==> config.mk <==
export PLATFORM = sky130hd
export DESIGN_NAME = sim_frame_gen
export DESIGN_NICKNAME = d
export VERILOG_FILES = /design/src/rtl/sim_frame_gen.sv
export SDC_FILE = /design/constraint.sdc
export NUM_CORES = 1
export LEC_CHECK = 0
export CAP_MARGIN = 5
export CORE_ASPECT_RATIO = 0.5
export CORE_UTILIZATION = 25
export DETAILED_ROUTE_END_ITERATION = 10
export GPL_TIMING_DRIVEN = 0
export PLACE_DENSITY = 0.51
export SYNTH_ARGS = -nofsm -noshare
export SYNTH_HDL_FRONTEND = slang
export SYNTH_SLANG_ARGS = --single-unit
==> constraint.sdc <==
create_clock -name iclk -period 11.1 [get_ports iclk]
set_input_delay 1.11 -clock iclk [delete_from_list [all_inputs] [get_ports iclk]]
set_output_delay 1.11 -clock iclk [all_outputs]
set_load 0.005 [all_outputs]
==> src/rtl/sim_frame_gen.sv <==
// Test frame source: periodic, single-shot or back-to-back frames on a valid/ready stream.
// Define SIM_FRAME_ERRINJ_EN to add the ierr_inj port (per-frame checksum inversion).
module sim_frame_gen #(
    parameter int unsigned       DATA_W    = 18,
    parameter int unsigned       CNT_W     = 26,
    parameter int unsigned       FRAME_LEN = 32,
    parameter int unsigned       CH_NUM    = 4,
    parameter logic [DATA_W-1:0] HEADER    = 18'h2F5F5,
    parameter logic [15:0]       LFSR_SEED = 16'hACE1
) (
    input  logic              iclk,
    input  logic              ireset,
    input  logic              ienable,
    input  logic [1:0]        imode,
    input  logic              istart,
    input  logic [CNT_W-1:0]  iperiod,
    input  logic [1:0]        ipattern,
    input  logic [DATA_W-1:0] ipat_word,
`ifdef SIM_FRAME_ERRINJ_EN
    input  logic              ierr_inj,
`endif
    input  logic              iready,
    output logic [DATA_W-1:0] odata,
    output logic              ovalid,
    output logic              osof,
    output logic              oeof,
    output logic [3:0]        och,
    output logic [15:0]       oframe_cnt,
    output logic              oinit,
    output logic              ooverrun
);

    typedef enum logic [2:0] {StIdle, StHdr, StTag, StPay, StCsum} state_t;

    state_t            state;
    logic [CNT_W-1:0]  period_cnt;
    logic              start_prev;
    logic [1:0]        pat;
    logic [DATA_W-1:0] pat_word;
    logic [7:0]        idx;
    logic [15:0]       lfsr;
    logic [DATA_W-1:0] walk;
    logic [DATA_W-1:0] csum;
`ifdef SIM_FRAME_ERRINJ_EN
    logic              err_inj;
`endif

    logic              tick;
    logic              trigger;
    logic [7:0]        nxt_idx;
    logic [15:0]       nxt_lfsr;
    logic [DATA_W-1:0] nxt_walk;
    logic [DATA_W-1:0] pay_word;
    logic [DATA_W-1:0] tag_word;
    logic [DATA_W-1:0] csum_out;

    assign tick = (imode == 2'd0) && ienable && (iperiod != '0) &&
                  (period_cnt >= iperiod - CNT_W'(1));

    always_comb begin
        case (imode)
            2'd0:    trigger = tick;
            2'd1:    trigger = ienable && istart && !start_prev;
            2'd2:    trigger = ienable && (state == StIdle);
            default: trigger = 1'b0;
        endcase
    end

    // Next payload word: the TAG transfer loads word 0, each PAY transfer loads word i+1.
    always_comb begin
        nxt_idx  = (state == StTag) ? 8'd0 : idx + 8'd1;
        nxt_lfsr = (state == StTag) ? lfsr : {lfsr[0] ^ lfsr[2] ^ lfsr[3] ^ lfsr[5], lfsr[15:1]};
        nxt_walk = (state == StTag) ? walk : {walk[DATA_W-2:0], walk[DATA_W-1]};
        pay_word = '0;
        case (pat)
            2'd0:    pay_word[7:0]  = nxt_idx;
            2'd1:    pay_word       = pat_word;
            2'd2:    pay_word[15:0] = nxt_lfsr;
            default: pay_word       = nxt_walk;
        endcase
        tag_word        = '0;
        tag_word[11:0]  = {och, oframe_cnt[7:0]};
        csum_out        = csum;
`ifdef SIM_FRAME_ERRINJ_EN
        if (err_inj) csum_out = ~csum;
`endif
    end

    always_ff @(posedge iclk) begin
        if (ireset) begin
            state      <= StIdle;
            period_cnt <= '0;
            start_prev <= 1'b0;
            pat        <= 2'd0;
            pat_word   <= '0;
            idx        <= 8'd0;
            lfsr       <= LFSR_SEED;
            walk       <= DATA_W'(1);
            csum       <= '0;
`ifdef SIM_FRAME_ERRINJ_EN
            err_inj    <= 1'b0;
`endif
            odata      <= '0;
            ovalid     <= 1'b0;
            osof       <= 1'b0;
            oeof       <= 1'b0;
            och        <= 4'd0;
            oframe_cnt <= 16'd0;
            oinit      <= 1'b0;
            ooverrun   <= 1'b0;
        end else begin
            oinit      <= 1'b0;
            start_prev <= istart;
            if ((imode == 2'd0) && ienable && (iperiod != '0)) begin
                period_cnt <= tick ? '0 : period_cnt + CNT_W'(1);
            end else begin
                period_cnt <= '0;
            end
            if (trigger && (state != StIdle)) ooverrun <= 1'b1;

            case (state)
                StIdle: begin
                    if (trigger) begin
                        state    <= StHdr;
                        oinit    <= 1'b1;
                        pat      <= ipattern;
                        pat_word <= ipat_word;
                        lfsr     <= LFSR_SEED;
                        walk     <= DATA_W'(1);
`ifdef SIM_FRAME_ERRINJ_EN
                        err_inj  <= ierr_inj;
`endif
                    end
                end
                StHdr: begin
                    // First HDR cycle is the oinit cycle; the header is presented one clock later.
                    if (!ovalid) begin
                        ovalid <= 1'b1;
                        osof   <= 1'b1;
                        odata  <= HEADER;
                        csum   <= HEADER;
                    end else if (iready) begin
                        state  <= StTag;
                        osof   <= 1'b0;
                        odata  <= tag_word;
                        csum   <= csum ^ tag_word;
                    end
                end
                StTag: begin
                    if (iready) begin
                        state <= StPay;
                        idx   <= nxt_idx;
                        lfsr  <= nxt_lfsr;
                        walk  <= nxt_walk;
                        odata <= pay_word;
                        csum  <= csum ^ pay_word;
                    end
                end
                StPay: begin
                    if (iready) begin
                        if (idx == 8'(FRAME_LEN - 1)) begin
                            state <= StCsum;
                            odata <= csum_out;
                            oeof  <= 1'b1;
                        end else begin
                            idx   <= nxt_idx;
                            lfsr  <= nxt_lfsr;
                            walk  <= nxt_walk;
                            odata <= pay_word;
                            csum  <= csum ^ pay_word;
                        end
                    end
                end
                StCsum: begin
                    if (iready) begin
                        state      <= StIdle;
                        ovalid     <= 1'b0;
                        oeof       <= 1'b0;
                        oframe_cnt <= oframe_cnt + 16'd1;
                        och        <= (och == 4'(CH_NUM - 1)) ? 4'd0 : och + 4'd1;
                    end
                end
                default: state <= StIdle;
            endcase
        end
    end

endmodule
==> summary.md <==
| Metric | Value |
|---|---|
| Status | completed |
| Syn Inst Count | about 1000 |
| Met2 wire len | 12.3 mm |
| First-pass GRT wire length | between 40 and 50 mm |
| WP buf/inv | 2 |
| Unrepaired setup endpoints after global routing | no |
| Share of Yosys cell area claimed by the top area cell type | 36.2% |
| Layout area overhead | 24.5% |
| Synth area leaders | dfxtp_1, mux2i_1, nand2_1, nor2_1, ha_1 |
| Clock Latency Late Sink | between 0.4 and 0.5 ns |
| Fill cell count | around 3500 |
| Nets | between 1000 and 1500 |
| Sequential-to-total area share from yosys stat | a little over a third |
| Critical path start-end classification | in -> reg |
| Flops & latches, synth | ~150 |
| Core area | between 30000 and 40000 sq um |
| Sequential share of power | 44.5% |
| Synthesized area per cell | 8.54 sq um |
| Clock Sinks | approximately 150 |
| Cell Area, Synth | approximately 8500 sq um |
| Hold Fails Final Rpt | 0 |
| Residual DRC | 0 |
| CP peak stage delay | between 0.6 and 0.7 ns |
| Arr. time, crit path | around 5.6 ns |
| Total track usage | 15.5% |
| Worst Path Max Fanout | 10 |
| Clock transition at path regs | approximately 0.060 ns |
| Syn Nets | about 1100 |
| Number of synthesis warnings | 0 |
| Clk pwr share | between 40% and 50% |
| Comb power frac | between 10% and 20% |
| Post-Layout Inst Area | between 10000 and 15000 sq um |
| Switching power | 352 uW |
| Max Cap Viol | 0 |
| Layout cell share with drive strength beyond 1 | 6.52% |
| Initial antenna violation count | 0 |
| Post-route ant nets | 0 |
| CP max stage cell | a211oi_2 |
| Pre-antenna DRT Iters | 5 |
| Cell Rows | 47 |
| Vias | 7910 |
| Hold-fix buffers, CTS | 0 |
| DR WL met3 | 1.38 mm |
| Fin. max-slew vios | 0 |
| Metal1 wirelength | approximately 12 mm |
| Critical Path End Type | flop |
| Largest net degree at the start of global routing | 17 |
| Delay-heaviest family, CP | simple AND/OR/NAND/NOR gates |
| Dominant cell type by area after synthesis | dfxtp_1 |
| DP Wirelength | between 20 and 25 mm |
| Startpoint Class | input port |
| Routed WL | approximately 27 mm |
| CTS tree | built |
| Post-CTS Repair Setup Buffers | 0 |
| Clk root buf | clkbuf_16 |
| DR top layer | met4 |
| Worst path cell trace | clkdlybuf4s50_1, or4_4, nor2_4, nand2_1, or3_1, nor3_1, xnor2_1, ha_1, nand4_1, nor3_1, o2111ai_1, a211oi_2, nor3_4, buf_2, a22o_1 |
| Routed wire per std cell | around 17 um |
| DP Area | ~10000 sq um |
| Drt first-iter violations | 644 |
| Cts bufs inserted | 17 |
| Post-Route Skew | ~0.011 ns |
| Final setup vio count | 0 |
| Die ar. | between 30000 and 40000 sq um |
| Initial core utilization | ~25% |
| Hold WC Path Type | reg -> reg |
| Clock buffer depth | 2 |
| Sw Ratio | a little over a quarter |
| Maximum resistive drop on vdd | 0.000113 V |
| CTS resizes | 0 |
| Pleak | 0.00375 uW |
| Period utilization | around 47% |
| Fin crit period | 5.26 ns |
| Post-synth ARST share | 0% |
| Max transition margin | about a quarter |
| Top cell by count, worst path | nor3_1 |
| CTS H-tree lvls | 4 |
| Die X | ~260 um |
| Int Power | about 940 uW |
| Synth unique cells | 71 |
| Routability cong. | ~0.87 |
| Die H | ~130 um |
| Vias in the first global route | around 7700 |
| # diodes | 0 |
| GR Overflow Total | 0 |
| Via density per instance | 5.07 |
| Worst Tran Pin Value | approximately 1.1 ns |
| Boundary pin count | 96 |
| Ys flop type | dfxtp_1 |
| Fmax | roughly 190 MHz |
| Post-synth EDFFs | 0 |
| Power Density | roughly 120 nW/um^2 |
| # port buffers | 95 |
| WP data required | roughly 11 ns |
| Setup_tns | 0 ns |
cells in the final DEF, fill, tap and decap left out, types with 5 or more instances in the layout:
| master | Yosys | final |
|---|---|---|
| mux4_2 | 6 | 6 |
| o221ai_1 | 10 | 10 |
| a22o_1 | 24 | 24 |
| clkbuf_16 | 0 | 17 |
| or3_1 | 8 | 8 |
| nand3_1 | 37 | 37 |
| nand4_1 | 17 | 17 |
| xor2_1 | 43 | 43 |
| clkbuf_1 | 42 | 42 |
| buf_2 | 5 | 5 |
| nand2_1 | 116 | 116 |
| a211oi_1 | 20 | 20 |
| a31oi_1 | 5 | 5 |
| clkdlybuf4s50_1 | 0 | 95 |
| xnor2_1 | 29 | 29 |
| nand3b_1 | 8 | 8 |
| mux2i_1 | 48 | 48 |
| buf_4 | 5 | 5 |
| a21oi_1 | 70 | 70 |
| nor2b_1 | 9 | 9 |
| dfxtp_1 | 153 | 153 |
| o211ai_1 | 5 | 5 |
| o21ai_0 | 37 | 37 |
| nor4_1 | 6 | 6 |
| mux2_2 | 6 | 6 |
| and3_1 | 16 | 16 |
| inv_1 | 13 | 13 |
| a21o_1 | 8 | 8 |
| nor2_1 | 109 | 109 |
| ha_1 | 32 | 32 |
| nor3_1 | 26 | 26 |
| o32a_1 | 6 | 6 |
layer usage:
metal | track usage (%) | vias to the layer above
met5 | 0 | -
met4 | 4.61 | 0
met3 | 3.36 | 29
met2 | 25.0 | 218
met1 | 20.8 | 3811
li1 | - | 3852
cells in the mapped netlist (all sizes together), types with 6 or more instances:
library cell and instances:
mux4 6, mux2i 48, nor2 110, a22o 24
o21ai 37, and3 16, mux2 6, nand2 116
clkbuf 42, dfxtp 153, nor2b 9, xnor2 29
or3 8, inv 13, o221ai 10, a21oi 70
a31oi 6, nand4 17, o32a 6, nand3b 8
a21o 8, a211oi 21, nand3 37, xor2 43
ha 32, nor3 28, buf 15, nor4 7
stage by stage:
step	instances	utilization (%)	setup WS (ns)	power [uW]	hold WS [ns]
floorplan	992	-	6.51	660	0.434
global placement	1528	30.0	5.47	725	0.449
detailed placement	1528	30.0	5.45	727	0.453
CTS	1560	31.7	5.90	1310	0.463
global route	1560	31.7	5.56	1350	0.483
finish	1560	31.7	5.84	1300	0.461
kinds of logic (layout without fill, tap and decap cells):
family	after synthesis	in the layout	share of synthesized area, %
DFF	153	153	36.2
xor gates and xnor gates	72	72	7.45
muxes	60	60	8.07
buffers and inverters	71	198	3.53
and+or+nand+nor	379	379	21.8
adders and majority gates	32	32	4.73
AOI/OAI and AO/OA	225	225	18.3
sequential cells by signal, indices dropped and copies added (netlist names), 2 cells and up:
signal and count:
period_cnt 26, csum 18, odata 18, pat_word 18
walk 18, lfsr 16, oframe_cnt 16, idx 8
och 4, state 3, pat 2
worst reg2reg max path, delay by kind of cell, from the launching register on:
| kind | cells | cell delay [ns] |
|---|---|---|
| compound gates | 4 | 1.27 |
| buf+inv | 3 | 0.77 |
| simple gates | 2 | 0.69 |
| flops | 1 | 0.31 |
power groups by stage:
| stage | logic, uW | registers [uW] | clock network, uW |
|---|---|---|---|
| 2_1_floorplan | 74.7 | 585 | 0 |
| 3_3_place_gp | 137 | 588 | 0 |
| 3_5_place_dp | 139 | 589 | 0 |
| 4_1_cts | 139 | 576 | 592 |
| 5_1_grt | 152 | 578 | 619 |
| 6_report | 139 | 576 | 580 |
area by class of cell:
type	count	area, sq um	area share, %
Sequential cell	153	3060	29.0
Timing Repair Buffer	95	951	9.02
Buffer	57	246	2.34
Tap cell	441	552	5.23
Clock inverter	14	136	1.29
Clock buffer	18	439	4.16
Inverter	14	52.6	0.498
Multi-Input combinational cell	768	5110	48.4
path summary, 6_finish.rpt:
path         startpoint   endpoint  slack [ns]  cells past startpoint
max reg2reg    state[2]    csum[9]        7.92                      9
max          iperiod[2]    lfsr[3]        5.84                     15
min           odata[14]  odata[14]        0.46                      2
min reg2reg   odata[14]  odata[14]        0.46                      2
No activity file was read; power rests on OpenSTA's default activity.
==> patch: new RTL, config.mk and constraints unchanged <==
Set the parameter `DATA_W` to 36 (it was 18).
--- a/src/rtl/sim_frame_gen.sv
+++ b/src/rtl/sim_frame_gen.sv
@@ -1,7 +1,7 @@
 // Test frame source: periodic, single-shot or back-to-back frames on a valid/ready stream.
 // Define SIM_FRAME_ERRINJ_EN to add the ierr_inj port (per-frame checksum inversion).
 module sim_frame_gen #(
-    parameter int unsigned       DATA_W    = 18,
+    parameter int unsigned       DATA_W    = 36,
     parameter int unsigned       CNT_W     = 26,
     parameter int unsigned       FRAME_LEN = 32,
     parameter int unsigned       CH_NUM    = 4,
Interface: changed (resized ipat_word and odata); port bits go from 96 to 132. No check against the original RTL was run, so the function may have changed too.
==> patch against the original RTL <==
Sequential cell count rose by 72. Setup slack got worse by 0.063 ns. Power rose by 45%. Synthesized area rose by 47%. Maximum frequency fell by 1.2%. Register-to-register slack improved by 0.02 ns. Wire length rose by 55%. Final area rose by 47%.
==> patch: results (changes against the original RTL) <==
status: complete, no violations
top area cells in the synthesized netlist: dfxtp_1, nand2_1, nand2b_1
Worst Tran Pin Value: 0.945 ns (-0.187 ns)
Clock Latency Late Sink: 0.56 ns (+0.11 ns)
gpl congestion: 0.848 (-2.4%)
layout cell share with drive strength beyond 1: 6.28% (-0.24 points)
critical path data arrival time: 5.73 ns (+0.14 ns)
largest net degree at the start of global routing: 14 (-3)
Avg WL per Cell: 17.6 um (+3.1%)
routed vias/inst: 4.98 (-1.8%)
compound-cell area share of the yosys netlist: 19.4% (+1.1 points)
GR Util All Layers: 15.9% (+0.34 points)
met3 Usage GRT: 2.40% (-0.97 points)
met2 Resource Use GR: 27.0% (+2.0 points)
nets@finish: 1789 (+50%)
Setup crit start: iperiod[10]
Placed Cells incl. Taps: 2308 (+51%)
final std cells w/o fill: 2352 (+51%)
reg2reg setup slack: 7.94 ns (+0.02 ns)
clock skew: 0.0181 ns (+0.00682 ns)
clk buf depth: 3 (+1)
drt pass-1 iters: 7 (+2)
Critical Path Sink: walk[18]
Num CTS Buffers: 25 (+8)
post-detail-place hpwl: 30.8 mm (+52%)
H-Tree Depth: 1 (-3)
Synthesized Nets: 1632 (+52%)
top cells by count, synth: dfxtp_1, nand2_1, nor2_1
mux contribution to synthesized area: 5.35% (-2.7 points)
grt met1 use: 20.9% (about the same)
Yosys cell types: 80 (+13%)
Post-Syn Area per Cell: 8.14 um2 (-4.7%)
R2R Path Start: period_cnt[0]
XOR/XNOR share of the synthesized area: 5.49% (-2.0 points)
vias in the first global route: 11100 (+44%)
sequential cell area fraction in the yosys report: 36.2% (about the same)
-- patch: final cells by class --
cell class,count,area [um2]
clock buffers,36,757
plain buffers,112,495
clock inverters,8,161
flip-flops and latches,225,4500
multi-input cells,1175,7380
repair buffers,130,1300
inverters,17,63.8
well taps,649,812
fillers,5164,33400
-- patch: report_power, final --
part | internal (uW) | switching [uW]
clock network | 569 | 370
registers | 815 | 5.66
logic | 55.8 | 67.6
-- patch: critical path: stages --
cell,delay [ns]
clkdlybuf4s50_1,0.51
or4_4,0.62
nor4_4,0.29
nand2_1,0.14
nor4_1,0.24
xnor2_1,0.16
ha_1,0.32
nand4_1,0.18
nor4_1,0.44
o2111ai_1,0.28
a21oi_1,0.80
clkbuf_1,0.44
o21ai_0,0.19
-- patch: per-stage QoR --
step / power (uW) / utilization (%) / instance area (um2) / setup WS [ns]
global route: 1940 / 31.7 / 15500 / 5.47
detailed placement: 963 / 29.8 / 14600 / 5.29
CTS: 1900 / 31.7 / 15500 / 5.87
floorplan: 899 / - / 12400 / 6.83
global placement: 963 / 29.8 / 14600 / 5.30
finish: 1880 / 31.7 / 15500 / 5.78
-- patch: worst min-delay path by stage --
stage | from | to | slack (ns) | cells past startpoint
final | osof | osof | 0.46 | 2
after global routing | osof | osof | 0.49 | 2
after CTS | osof | osof | 0.46 | 2
after detailed placement | osof | osof | 0.45 | 2
after global placement | osof | osof | 0.45 | 2
after floorplan | period_cnt[0] | period_cnt[0] | 0.44 | 1
-- patch: routing by layer --
layer  part of all wire (%)  routed length (um)  vias up
li1                       -                   -     5769
met1                     46               18900     5603
met2                     47               19400      277
met3                    4.5                1850       59
met4                    2.6                1070        0
met5                      0                   0        -
